`config.mk`:
```
export PLATFORM = sky130hd
export DESIGN_NAME = problem5_reg_mux
export DESIGN_NICKNAME = d
export VERILOG_FILES = /design/src/rtl/problem5_reg_mux.sv
export SDC_FILE = /design/constraint.sdc
export NUM_CORES = 1
export LEC_CHECK = 0
export ABC_AREA = 1
export ABC_CLOCK_PERIOD_IN_PS = 800
export BUFFER_PORTS_ARGS = -buffer_cell sky130_fd_sc_hd__buf_4
export CAP_MARGIN = 30
export CELL_PAD_IN_SITES_DETAIL_PLACEMENT = 0
export CELL_PAD_IN_SITES_GLOBAL_PLACEMENT = 2
export CORE_MARGIN = 8
export CORE_UTILIZATION = 19
export DETAILED_ROUTE_END_ITERATION = 16
export PLACE_DENSITY_LB_ADDON = 0.1
export SYNTH_ARGS = -nofsm -noshare
export SYNTH_HDL_FRONTEND = slang
export SYNTH_SLANG_ARGS = --single-unit
```
`constraint.sdc`:
```
create_clock -name i_clk -period 0.8 [get_ports i_clk]
set_input_delay 0.08 -clock i_clk [delete_from_list [all_inputs] [get_ports i_clk]]
set_output_delay 0.08 -clock i_clk [all_outputs]
set_load 0.02 [all_outputs]
```
`src/rtl/problem5_reg_mux.sv`:
```
`timescale 1ns/1ps
// -----------------------------------------------------------------------------
// problem5_reg_mux
//   Registered 4-to-1 data selector used as the operand/result select stage.
//   Every rising clock edge captures one of four candidate words, chosen by a
//   2-bit code, into the output register. The register adds one cycle of latency.
//
// Ports
//   i_clk      in   1      clock, rising-edge active
//   i_rst_n    in   1      asynchronous, active-low reset; forces RESET_VALUE
//   i_data_0   in   WIDTH  candidate word for i_ctrl == 0
//   i_data_1   in   WIDTH  candidate word for i_ctrl == 1
//   i_data_2   in   WIDTH  candidate word for i_ctrl == 2
//   i_data_3   in   WIDTH  candidate word for i_ctrl == 3
//   i_ctrl     in   2      select code, fully decoded
//   o_data     out  WIDTH  registered selected word
// -----------------------------------------------------------------------------
module problem5_reg_mux #(
    parameter int                 WIDTH       = 16,
    parameter logic [WIDTH-1:0]   RESET_VALUE = '0
) (
    input  logic             i_clk,
    input  logic             i_rst_n,
    input  logic [WIDTH-1:0] i_data_0,
    input  logic [WIDTH-1:0] i_data_1,
    input  logic [WIDTH-1:0] i_data_2,
    input  logic [WIDTH-1:0] i_data_3,
    input  logic [1:0]       i_ctrl,
    output logic [WIDTH-1:0] o_data
);

    logic [WIDTH-1:0] data_reg;
    logic [WIDTH-1:0] data_next;

    // Every 2-bit code maps to an input, so the default arm is the code-3
    // input and there is no illegal select.
    always_comb begin
        data_next = i_data_3;
        case (i_ctrl)
            2'd0:    data_next = i_data_0;
            2'd1:    data_next = i_data_1;
            2'd2:    data_next = i_data_2;
            default: data_next = i_data_3;
        endcase
    end

    // Reload on every edge: no enable, no hold. Reset is asynchronous so the
    // output goes to RESET_VALUE without waiting for a clock; any capture
    // that would have happened at the next edge is simply lost.
    always_ff @(posedge i_clk or negedge i_rst_n) begin
        if (!i_rst_n) begin
            data_reg <= RESET_VALUE;
        end else begin
            data_reg <= data_next;
        end
    end

    // Output comes straight from the register, never from the inputs.
    assign o_data = data_reg;

endmodule

```
==> impl_metrics.csv <==
group,metric,value,unit
cts,cts_buffer_depth,2,
sta,fin_setup_tns,-0.645,ns
die,start_util,19.6,%
worst_setup_path,crit_slowest_cell,"dfrtp_1",
sta,final-hold-violation-count,0,
grt,grt_max_degree,19,
detailed_routing,wl_per_cell,15.7,µm
finish,layout.cells.non_filler,259,
grt,gr-total-overflow,0,
worst_setup_path,crit_family,"flip-flops",
cts,numCtsBuffers,3,
die,die_h,85.9,µm
sta,max_freq,1.16,GHz
placed_design,hpwl,3120,µm
sta,timing.final.crit_share,108,%
finish,seq_area,400,µm²
sta,rsz0062_at_grt,"yes",
worst_setup_path,crit_chain,"buf_6",
placed_design,dp.cells,254,
finish,finish.net_count,261,
worst_setup_path,critical_path_class,"reg -> out",
sta,maxSlewHeadroom,79.6,%
synth,synthCells,110,
finish,area_growth,85.8,%
status,status,"finished, violations left",
grt,antenna_found_initial,0,
cts,htree_levels,1,
grt,grt_first_pass_wirelength,6270,µm
synth,ys_warn_count,0,
power_and_ir_drop,leakage,0.000831,µW
worst_setup_path,worstPathRequired,0.72,ns
die,pin_count,84,
detailed_routing,dr.pass1.iters,4,
power_and_ir_drop,ir_drop,612,µV
finish,multi_input_area,420,µm²
die,coreArea,0.00472,mm²
finish,num-fill-cells,493,
detailed_routing,drt-vias-per-instance,4.49,
power_and_ir_drop,power.density,1450,mW/mm²
worst_setup_path,cp.depth,1,
placed_design,globalplace.congestion,0.710,
sta,min_period,0.861,ns
detailed_routing,antenna_violating_nets_post_route,0,
power_and_ir_drop,finalPower,2510,µW
cts,cts_tree,"yes",
worst_setup_path,endpoint_kind,"output port",
min_path,hold_start,"i_data_0[10]",
detailed_routing,wirelength,4060,µm
min_path,whs_path_depth,3,
synth,syn_area,927,µm²
cts,numClockSinks,16,
synth,synth-seq-cells,16,
detailed_routing,num_vias,1164,
worst_setup_path,cp_slowest_stage_delay,0.39,ns
worst_setup_path,critPathMaxFanout,1,
detailed_routing,drc,0,
finish,drive_above_1_share,49.5,%
cts,clock-root-buffer,"clkbuf_8",
placed_design,preCtsSetupSlack,0.0144,ns
finish,finalCoreUtilization,36.5,%
grt,grt_pass1_vias,1271,
finish,largest_reg_flops,16,
min_path,hold_path.class,"in -> reg",
placed_design,io_buffers,83,
status,violations,"negative setup slack",
synth,yosysUniqueCellTypes,9,
synth,syn-num-nets,178,
worst_setup_path,cp_data_arrival_time,0.78,ns
grt,gr-usage-all-layers,10.9,%
worst_setup_path,start_kind,"flop",
die,die-area,0.00737,mm²
detailed_routing,first_iter_violations,27,
die,placementRows,25,
die,fp.dieW,85.9,µm
sta,finalSetupViolCount,16,
min_path,whs_endpoint,"o_data[10]",
worst_setup_path,path_buf_inv,1,
job,cap_violations,0,
finish,num_antenna_cells,0,
sta,slew_viol_final,0,
cts,cts.clk_slew.worst_paths,0.07,ns
sta,max_slew.worst_pin.slew,0.306,ns
synth,ys_seq_area_share,43.2,%
sta,final.setup.worst_slack,-0.0612,ns
synth,synth_area_per_cell,8.43,µm²
==> how the worst max path moves through the flow <==
| stage | start | endpoint | slack [ns] |
|---|---|---|---|
| 2_1_floorplan | i_ctrl[0] | o_data[11] | 0.15 |
| 3_3_place_gp | i_ctrl[0] | o_data[15] | 0.02 |
| 3_5_place_dp | i_ctrl[0] | o_data[3] | 0.01 |
| 4_1_cts | o_data[0] | o_data[0] | -0.07 |
| 5_1_grt | o_data[3] | o_data[3] | -0.08 |
| 6_report | o_data[3] | o_data[3] | -0.06 |
==> kinds of logic (layout without fill, tap and decap cells) <==
| logic type | Yosys count | in the layout | synth area share, % |
|---|---|---|---|
| AND/OR/NAND/NOR | 81 | 81 | 45.3 |
| buffers and inverters | 13 | 95 | 11.5 |
| flip-flops | 16 | 16 | 43.2 |
==> layout make-up <==
| class | count | area share (%) |
|---|---|---|
| Clock buffer | 4 | 3.20 |
| Inverter | 2 | 0.436 |
| Multi-Input combinational cell | 81 | 24.4 |
| Sequential cell | 16 | 23.2 |
| Tap cell | 67 | 4.87 |
| Timing Repair Buffer | 89 | 43.9 |
==> power breakdown <==
part | total, µW | switching [µW] | internal, µW
sequential | 932 | 40.5 | 891
combinational | 824 | 364 | 459
clock | 750 | 313 | 437
total | 2510 | 718 | 1790
==> Yosys cell counts (all sizes together) <==
| master | instances | area, µm² |
|---|---|---|
| nand4 | 16 | 100 |
| buf | 11 | 98.8 |
| dfrtp | 16 | 400 |
| nand2 | 16 | 60.1 |
| nor2 | 1 | 20.0 |
| nand3 | 48 | 240 |
| inv | 2 | 7.51 |
==> cell usage in the layout (no fill, tap or decap) <==
cell	synthesis	routed
inv_2	2	2
dfrtp_1	16	16
nand3_1	48	48
buf_6	5	16
dlygate4sd3_1	0	1
nand2_1	16	16
clkbuf_8	0	4
buf_4	5	70
nand4_1	16	16
buf_12	0	2
nor2_8	1	1
==> per-stage QoR <==
step	instance area, µm²	hold slack, ns
3_3_place_gp	1600	-0.0314
6_report	1720	0.0347
4_1_cts	1720	0.0265
5_1_grt	1720	0.0327
3_5_place_dp	1600	-0.0313
2_1_floorplan	927	-0.216
==> layer usage <==
| layer | track usage [%] | share of wire, % | vias to the layer above | routed length (µm) |
|---|---|---|---|---|
| li1 | - | - | 561 | - |
| met1 | 12.4 | 42 | 547 | 1690 |
| met2 | 18.4 | 50 | 52 | 2010 |
| met3 | 2.96 | 7.2 | 4 | 294 |
| met4 | 4.94 | 1.5 | 0 | 62 |
| met5 | 0 | 0 | - | 0 |
==> what timing repair did <==
item	CTS	global route
hold buffers	1	0
buffers inserted	0	0
hold endpoints to repair	16	0
endpoints found under the setup margin	16	16
gates resized for setup	16	0
Note: power is estimated with default switching activity, not from simulation.
